<file path="src/rtl/rv32i_ctrl_fsm_if.sv">
// Memory handshake bundle between the RV32I control sequencer and the
// shared instruction/data memory port.
//   mem_req      : request valid, held until mem_ready
//   mem_we       : request is a write (STORE)
//   mem_addr_sel : address source, 0 = PC, 1 = ALU result
//   mem_ready    : memory acknowledge for the current request
interface rv32i_ctrl_fsm_if;
    logic mem_req;
    logic mem_we;
    logic mem_addr_sel;
    logic mem_ready;

    modport master (
        output mem_req,
        output mem_we,
        output mem_addr_sel,
        input  mem_ready
    );

    modport slave (
        input  mem_req,
        input  mem_we,
        input  mem_addr_sel,
        output mem_ready
    );
endinterface

</file>
<file path="src/rtl/rv32i_ctrl_fsm.sv">
// Multi-cycle control sequencer for the RV32I core.
// Walks each instruction through FETCH / DECODE / EXECUTE / MEM / WB over one
// shared memory port, drives the datapath enables and mux selects, counts
// retired instructions and halts on SYSTEM, illegal opcode or memory timeout.
// Ports:
//   clk, reset     : clock (rising edge), asynchronous active-low reset
//   run            : start/continue fetching, looked at on instruction boundaries
//   opcode         : instr[6:0] from the IR, used in DECODE
//   branch_taken   : ALU compare result, used in EXECUTE of a branch
//   mem            : memory handshake (master side)
//   state          : current sequencer state
//   ir_we, reg_we, pc_we : one-cycle write strobes
//   pc_src, alu_a_sel, alu_b_sel, alu_mode, wb_sel : datapath selects
//   halted, halt_cause   : halt indication and reason
//   instret        : retired-instruction counter
module rv32i_ctrl_fsm #(
    parameter int MEM_TIMEOUT = 16
) (
    input  logic                    clk,
    input  logic                    reset,
    input  logic                    run,
    input  logic [6:0]              opcode,
    input  logic                    branch_taken,
    rv32i_ctrl_fsm_if.master        mem,
    output logic [2:0]              state,
    output logic                    ir_we,
    output logic                    reg_we,
    output logic                    pc_we,
    output logic [1:0]              pc_src,
    output logic [1:0]              alu_a_sel,
    output logic                    alu_b_sel,
    output logic [1:0]              alu_mode,
    output logic [1:0]              wb_sel,
    output logic                    halted,
    output logic [1:0]              halt_cause,
    output logic [31:0]             instret
);

    typedef enum logic [2:0] {
        ST_IDLE    = 3'd0,
        ST_FETCH   = 3'd1,
        ST_DECODE  = 3'd2,
        ST_EXECUTE = 3'd3,
        ST_MEM     = 3'd4,
        ST_WB      = 3'd5,
        ST_HALT    = 3'd6
    } state_t;

    typedef enum logic [3:0] {
        CL_OP      = 4'd0,
        CL_OPIMM   = 4'd1,
        CL_LUI     = 4'd2,
        CL_AUIPC   = 4'd3,
        CL_LOAD    = 4'd4,
        CL_STORE   = 4'd5,
        CL_BRANCH  = 4'd6,
        CL_JAL     = 4'd7,
        CL_JALR    = 4'd8,
        CL_FENCE   = 4'd9,
        CL_SYSTEM  = 4'd10,
        CL_ILLEGAL = 4'd11
    } class_t;

    // Watchdog counter only needs to reach MEM_TIMEOUT-1.
    localparam int CW = (MEM_TIMEOUT > 1) ? $clog2(MEM_TIMEOUT + 1) : 1;
    localparam logic [CW-1:0] WD_LAST = (MEM_TIMEOUT > 0) ? CW'(MEM_TIMEOUT - 1) : '0;
    localparam bit WD_EN = (MEM_TIMEOUT != 0);

    // Maps a RV32I major opcode onto the instruction class the sequencer tracks.
    function automatic class_t decode_class(input logic [6:0] op);
        class_t cls;
        case (op)
            7'b0110011: cls = CL_OP;
            7'b0010011: cls = CL_OPIMM;
            7'b0110111: cls = CL_LUI;
            7'b0010111: cls = CL_AUIPC;
            7'b0000011: cls = CL_LOAD;
            7'b0100011: cls = CL_STORE;
            7'b1100011: cls = CL_BRANCH;
            7'b1101111: cls = CL_JAL;
            7'b1100111: cls = CL_JALR;
            7'b0001111: cls = CL_FENCE;
            7'b1110011: cls = CL_SYSTEM;
            default:    cls = CL_ILLEGAL;
        endcase
        return cls;
    endfunction

    state_t         state_r;
    state_t         state_nxt_s;
    class_t         class_r;
    class_t         op_class_s;
    logic [CW-1:0]  wd_cnt_r;
    logic [1:0]     halt_cause_r;
    logic [31:0]    instret_r;

    logic           retire_s;
    logic           halt_set_s;
    logic [1:0]     halt_cause_nxt_s;
    logic           wd_clr_s;
    logic           wd_inc_s;
    logic           timeout_s;

    assign op_class_s = decode_class(opcode);

    // Next-state decode plus every datapath strobe and select.
    always_comb begin
        state_nxt_s       = state_r;
        retire_s          = 1'b0;
        halt_set_s        = 1'b0;
        halt_cause_nxt_s  = 2'd0;
        mem.mem_req       = 1'b0;
        mem.mem_we        = 1'b0;
        mem.mem_addr_sel  = 1'b0;
        ir_we             = 1'b0;
        reg_we            = 1'b0;
        pc_we             = 1'b0;
        pc_src            = 2'd0;
        alu_a_sel         = 2'd0;
        alu_b_sel         = 1'b0;
        alu_mode          = 2'd0;
        wb_sel            = 2'd0;
        wd_inc_s          = 1'b0;
        timeout_s         = 1'b0;

        case (state_r)
            ST_IDLE: begin
                if (run) begin
                    state_nxt_s = ST_FETCH;
                end else begin
                    state_nxt_s = ST_IDLE;
                end
            end
            ST_FETCH: begin
                mem.mem_req = 1'b1;
                wd_inc_s    = !mem.mem_ready;
                timeout_s   = WD_EN && !mem.mem_ready && (wd_cnt_r == WD_LAST);
                if (mem.mem_ready) begin
                    ir_we       = 1'b1;
                    state_nxt_s = ST_DECODE;
                end else if (timeout_s) begin
                    state_nxt_s      = ST_HALT;
                    halt_set_s       = 1'b1;
                    halt_cause_nxt_s = 2'd3;
                end else begin
                    state_nxt_s = ST_FETCH;
                end
            end
            ST_DECODE: begin
                case (op_class_s)
                    CL_FENCE: begin
                        retire_s = 1'b1;
                    end
                    CL_SYSTEM: begin
                        state_nxt_s      = ST_HALT;
                        halt_set_s       = 1'b1;
                        halt_cause_nxt_s = 2'd1;
                    end
                    CL_ILLEGAL: begin
                        state_nxt_s      = ST_HALT;
                        halt_set_s       = 1'b1;
                        halt_cause_nxt_s = 2'd2;
                    end
                    default: begin
                        state_nxt_s = ST_EXECUTE;
                    end
                endcase
            end
            ST_EXECUTE: begin
                case (class_r)
                    CL_OP: begin
                        alu_mode    = 2'd1;
                        state_nxt_s = ST_WB;
                    end
                    CL_OPIMM: begin
                        alu_b_sel   = 1'b1;
                        alu_mode    = 2'd1;
                        state_nxt_s = ST_WB;
                    end
                    CL_LUI: begin
                        alu_a_sel   = 2'd2;
                        alu_b_sel   = 1'b1;
                        state_nxt_s = ST_WB;
                    end
                    CL_AUIPC: begin
                        alu_a_sel   = 2'd1;
                        alu_b_sel   = 1'b1;
                        state_nxt_s = ST_WB;
                    end
                    CL_LOAD, CL_STORE: begin
                        alu_b_sel   = 1'b1;
                        state_nxt_s = ST_MEM;
                    end
                    CL_BRANCH: begin
                        alu_mode = 2'd2;
                        pc_src   = branch_taken ? 2'd1 : 2'd0;
                        retire_s = 1'b1;
                    end
                    CL_JAL, CL_JALR: begin
                        state_nxt_s = ST_WB;
                    end
                    default: begin
                        // Unreachable: only executable classes leave DECODE.
                        state_nxt_s      = ST_HALT;
                        halt_set_s       = 1'b1;
                        halt_cause_nxt_s = 2'd2;
                    end
                endcase
            end
            ST_MEM: begin
                mem.mem_req      = 1'b1;
                mem.mem_addr_sel = 1'b1;
                mem.mem_we       = (class_r == CL_STORE);
                wd_inc_s         = !mem.mem_ready;
                timeout_s        = WD_EN && !mem.mem_ready && (wd_cnt_r == WD_LAST);
                if (mem.mem_ready) begin
                    if (class_r == CL_STORE) begin
                        retire_s = 1'b1;
                    end else begin
                        state_nxt_s = ST_WB;
                    end
                end else if (timeout_s) begin
                    state_nxt_s      = ST_HALT;
                    halt_set_s       = 1'b1;
                    halt_cause_nxt_s = 2'd3;
                end else begin
                    state_nxt_s = ST_MEM;
                end
            end
            ST_WB: begin
                reg_we   = 1'b1;
                retire_s = 1'b1;
                case (class_r)
                    CL_LOAD: wb_sel = 2'd1;
                    CL_JAL: begin
                        wb_sel = 2'd2;
                        pc_src = 2'd1;
                    end
                    CL_JALR: begin
                        wb_sel = 2'd2;
                        pc_src = 2'd2;
                    end
                    default: wb_sel = 2'd0;
                endcase
            end
            ST_HALT: begin
                state_nxt_s = ST_HALT;
            end
            default: begin
                state_nxt_s = ST_IDLE;
            end
        endcase

        // Retirement is the only instruction boundary where run is honoured.
        if (retire_s) begin
            pc_we       = 1'b1;
            state_nxt_s = run ? ST_FETCH : ST_IDLE;
        end else begin
            pc_we = 1'b0;
        end

        wd_clr_s = (state_nxt_s != state_r) &&
                   ((state_nxt_s == ST_FETCH) || (state_nxt_s == ST_MEM));
    end

    // State register.
    always_ff @(posedge clk or negedge reset) begin
        if (!reset) begin
            state_r <= ST_IDLE;
        end else begin
            state_r <= state_nxt_s;
        end
    end

    // Instruction class captured once in DECODE for the later states.
    always_ff @(posedge clk or negedge reset) begin
        if (!reset) begin
            class_r <= CL_OP;
        end else if (state_r == ST_DECODE) begin
            class_r <= op_class_s;
        end
    end

    // Memory-wait watchdog: restarts on each new request, counts idle cycles.
    always_ff @(posedge clk or negedge reset) begin
        if (!reset) begin
            wd_cnt_r <= '0;
        end else if (wd_clr_s) begin
            wd_cnt_r <= '0;
        end else if (wd_inc_s) begin
            wd_cnt_r <= wd_cnt_r + CW'(1);
        end
    end

    // Halt reason, sticky until reset.
    always_ff @(posedge clk or negedge reset) begin
        if (!reset) begin
            halt_cause_r <= 2'd0;
        end else if (halt_set_s) begin
            halt_cause_r <= halt_cause_nxt_s;
        end
    end

    // Retired-instruction counter, wraps naturally at 2^32.
    always_ff @(posedge clk or negedge reset) begin
        if (!reset) begin
            instret_r <= 32'd0;
        end else if (retire_s) begin
            instret_r <= instret_r + 32'd1;
        end
    end

    assign state      = state_r;
    assign halted     = (state_r == ST_HALT);
    assign halt_cause = halt_cause_r;
    assign instret    = instret_r;

endmodule
</file>
<file path="src/flat_wrapper.sv">
// flat-port wrapper written by rule: the top's interface ports become plain ports
module rv32i_ctrl_fsm_flat 
#(
    parameter int MEM_TIMEOUT = 16
)
  (clk, reset, run, opcode, branch_taken, state, ir_we, reg_we, pc_we, pc_src, alu_a_sel, alu_b_sel, alu_mode, wb_sel, halted, halt_cause, instret, mem_mem_req, mem_mem_we, mem_mem_addr_sel, mem_mem_ready);
  rv32i_ctrl_fsm_if mem_i ();
  input  logic clk;
  input  logic reset;
  input  logic run;
  input  logic [6:0] opcode;
  input  logic branch_taken;
  output logic [2:0] state;
  output logic ir_we;
  output logic reg_we;
  output logic pc_we;
  output logic [1:0] pc_src;
  output logic [1:0] alu_a_sel;
  output logic alu_b_sel;
  output logic [1:0] alu_mode;
  output logic [1:0] wb_sel;
  output logic halted;
  output logic [1:0] halt_cause;
  output logic [31:0] instret;
  output wire logic [$bits(mem_i.mem_req)-1:0] mem_mem_req;
  output wire logic [$bits(mem_i.mem_we)-1:0] mem_mem_we;
  output wire logic [$bits(mem_i.mem_addr_sel)-1:0] mem_mem_addr_sel;
  input wire logic [$bits(mem_i.mem_ready)-1:0] mem_mem_ready;
  assign mem_mem_req = mem_i.mem_req;
  assign mem_mem_we = mem_i.mem_we;
  assign mem_mem_addr_sel = mem_i.mem_addr_sel;
  assign mem_i.mem_ready = mem_mem_ready;
  rv32i_ctrl_fsm #(.MEM_TIMEOUT(MEM_TIMEOUT)) u_core (.clk(clk), .reset(reset), .run(run), .opcode(opcode), .branch_taken(branch_taken), .mem(mem_i), .state(state), .ir_we(ir_we), .reg_we(reg_we), .pc_we(pc_we), .pc_src(pc_src), .alu_a_sel(alu_a_sel), .alu_b_sel(alu_b_sel), .alu_mode(alu_mode), .wb_sel(wb_sel), .halted(halted), .halt_cause(halt_cause), .instret(instret));
endmodule
</file>
<file path="config.mk">
export PLATFORM = sky130hd
export DESIGN_NAME = rv32i_ctrl_fsm_flat
export DESIGN_NICKNAME = d
export VERILOG_FILES = /design/src/rtl/rv32i_ctrl_fsm_if.sv /design/src/rtl/rv32i_ctrl_fsm.sv /design/src/flat_wrapper.sv
export SDC_FILE = /design/constraint.sdc
export NUM_CORES = 1
export LEC_CHECK = 0
export ABC_AREA = 0
export CAP_MARGIN = 0
export CORE_MARGIN = 4
export CORE_UTILIZATION = 53
export CTS_CLUSTER_DIAMETER = 80
export DETAILED_ROUTE_END_ITERATION = 10
export PLACE_DENSITY_LB_ADDON = 0.3
export SKIP_LAST_GASP = 1
export SYNTH_ARGS = -nofsm -noshare
export SYNTH_HDL_FRONTEND = slang
export SYNTH_SLANG_ARGS = --single-unit
</file>
<file path="constraint.sdc">
create_clock -name clk -period 6 [get_ports clk]
set_input_delay 1.2 -clock clk [delete_from_list [all_inputs] [get_ports clk]]
set_output_delay 1.2 -clock clk [all_outputs]
set_load 0.01 [all_outputs]
</file>
==> results.toml <==
[floorplanning]
core_area_sq_um = 4790
fp-row-count = 25
fp.dieW_microns = 78.9
dieArea_sq_um = 6230
die_h_microns = 78.9
start_util_pct = 55.7
io-pin-count = 65

[clock_tree]
cts.clk_slew.worst_paths_ns = 0.09
insertion_delay_ns = 0.30
clock-sinks = 46
cts_tree = "yes"
cts_inserted_buffers = 5
cts_resized = 0
root_buffer = "clkbuf_8"
cts_setup_buffers = 0
hold_buffers = 0
h-tree-depth = 2
clockBufferDepth = 2

[sta]
finalSetupViolCount = 0
final.min_clock_period_ns = 4.50
relSlewSlack_pct = 32.5
finalCritPeriodShare_pct = 75.0
setup_ws_ns = 1.50
tightest_slew_ns = 1.01
fmax_ghz = 0.222
hold_viol = 0
holdWs_ns = 0.468
clock_skew_ns = 0.00863
fin_setup_tns_ns = 0
rsz0062_at_grt = "false"
slew_viol_final = 0

[final_layout]
fin_nets = 354
utilization_pct = 71.3
antenna_cells = 0
fillers = 374
area_delta_synth_final_pct = 28.0
fin_area_sq_um = 3410
fin_cells = 407
drive_above_1_share_pct = 6.47

[synthesis]
synth_flop_cell = "dfrtp_1"
syn_nets = 298
synth-seq-cells = 46
synth-seq-area-share_pct = 43.2
synth_area_sq_um = 2670
ys_types = 58
netlist_instances = 283
ys.warnings.count = 0
syn_area_per_cell_sq_um = 9.42
async_flop_share_pct = 100
synth_edf_count = 0

[worst_setup_path]
path_class = "input pin to output port"
required_ns = 4.80
reg2reg_from = "u_core.state[1]"
r2r.worst_path.cells = 7
startpoint_type = "input pin"
crit_fanout = 12
arrival_ns = 3.30
r2r_slack_ns = 3.15
timing.rr.end = "u_core.instret[28]"
crit_path_end_kind = "output port"

[detailed_routing]
first_iter_violations = 168
final_antenna_net_count = 0
wl_per_cell_microns = 14.8
wl_microns = 6040
avgViaCountPerCell = 5.59
firstDrtPassIters = 4
via_count = 2276
drc_errors = 0

[grt]
track_usage_pct = 20.5
grt_pass1_vias = 2177
grt-ovfl-total = 0
grt_pass1_wl_microns = 10300
grt_max_degree = 47
antenna_found_initial = 0

[run_status]
status = "finished, final reports clean"

[worst_hold_path]
min_from = "u_core.instret[31]"
hold_path_class = "flip-flop to flip-flop"
hold_path_end = "u_core.instret[31]"
holdPathStages = 1

[place]
hpwl_microns = 4350
dp.cells = 399
placed_cell_area_sq_um = 3320
pre_cts_ws_ns = 1.55
io_buffers = 64
gp_congestion = 0.795

[power_and_ir_drop]
finalPower_mw = 1.07
p_leak_nw = 1.41
ir_worst_vdd_uv = 204
power_density_nw_per_um2 = 315

[run]
maxCapViolCount = 0
[layer usage]
metal	vias to the layer above	part of all wire [%]	global-route usage, %
li1	1108	-	-
met1	1106	46	29.1
met2	57	48	32.6
met3	5	5.0	3.85
met4	0	0.79	4.81
met5	-	0	0
[how the worst max path moves through the flow]
stage,start,cells past startpoint,endpoint
floorplan,opcode[4],5,pc_we
CTS,opcode[6],6,pc_we
global route,opcode[4],6,pc_we
detailed placement,opcode[6],6,pc_we
global placement,opcode[6],6,pc_we
finish,opcode[6],6,pc_we
[area by class of cell]
cell class	instances	area [sq um]	area share [%]
inverter	12	45.0	1.32
multi-input combinational	210	1400	41.0
timing repair buffer	64	636	18.6
tap	67	83.8	2.46
clock buffer	7	86.3	2.53
clock inverter	1	8.76	0.257
sequential	46	1150	33.7
[sequential cells by signal, indices dropped and copies added (netlist names)]
name and flops:
u_core.class_r 4, u_core.halt_cause 2, u_core.instret 32, u_core.state 3
u_core.wd_cnt_r 5
[report_power, final]
part           internal (mW)  total, mW  leakage [nW]  switching, mW
sequential             0.358      0.449         0.586         0.0914
clock                 0.0954      0.204        0.0489          0.108
combinational          0.199      0.422         0.776          0.223
[cell families after synthesis]
family	count (synthesis)	share of synthesized area, %
and+or+nand+nor	129	28.1
DFF	46	43.2
AOI/OAI and AO/OA	39	10.1
xor gates and xnor gates	37	12.2
buffers and inverters	27	4.27
adders and majority gates	3	1.41
muxes	2	0.751
[placed cells by master (no fill, tap or decap), types with 4 or more instances in the layout]
cell	count
clkdlybuf4s50_1	63
dfrtp_1	46
xnor2_1	29
nand2_1	28
nor2_1	23
nand3_1	18
inv_1	11
nor3_1	11
nand4_1	10
a21oi_1	9
xor2_1	8
o21ai_0	6
clkbuf_8	6
and3_1	5
nand3b_1	4
[Yosys cell counts (2+ instances only)]
cell	instances	area share [%]
nor3b_1	2	0.56
and4_1	3	0.99
or3b_2	2	0.66
clkbuf_2	2	0.38
nand4_1	10	2.3
a31o_2	2	0.66
nand3_1	18	3.4
xor2_1	8	2.6
nor2_1	23	3.2
buf_2	5	0.94
nand2_1	28	3.9
o21ai_0	6	1.1
a21oi_1	9	1.7
clkbuf_1	7	0.99
a221oi_1	3	0.99
nand3b_1	4	1.1
and3_1	5	1.2
or3_1	3	0.70
dfrtp_1	46	43
o21a_1	2	0.56
nand2b_1	3	0.70
xnor2_1	29	9.5
mux2i_1	2	0.75
ha_1	3	1.4
nor2b_1	3	0.70
inv_1	11	1.5
nor3_1	11	2.1
a21boi_0	3	0.85
[critical path, cell delays in order]
cell	delay [ns]
clkdlybuf4s50_1	0.70
nor3_1	0.11
nor4b_4	0.16
nor3_2	0.42
inv_2	0.17
clkdlybuf4s50_1	0.54
Power figures use the tool's default switching activity.
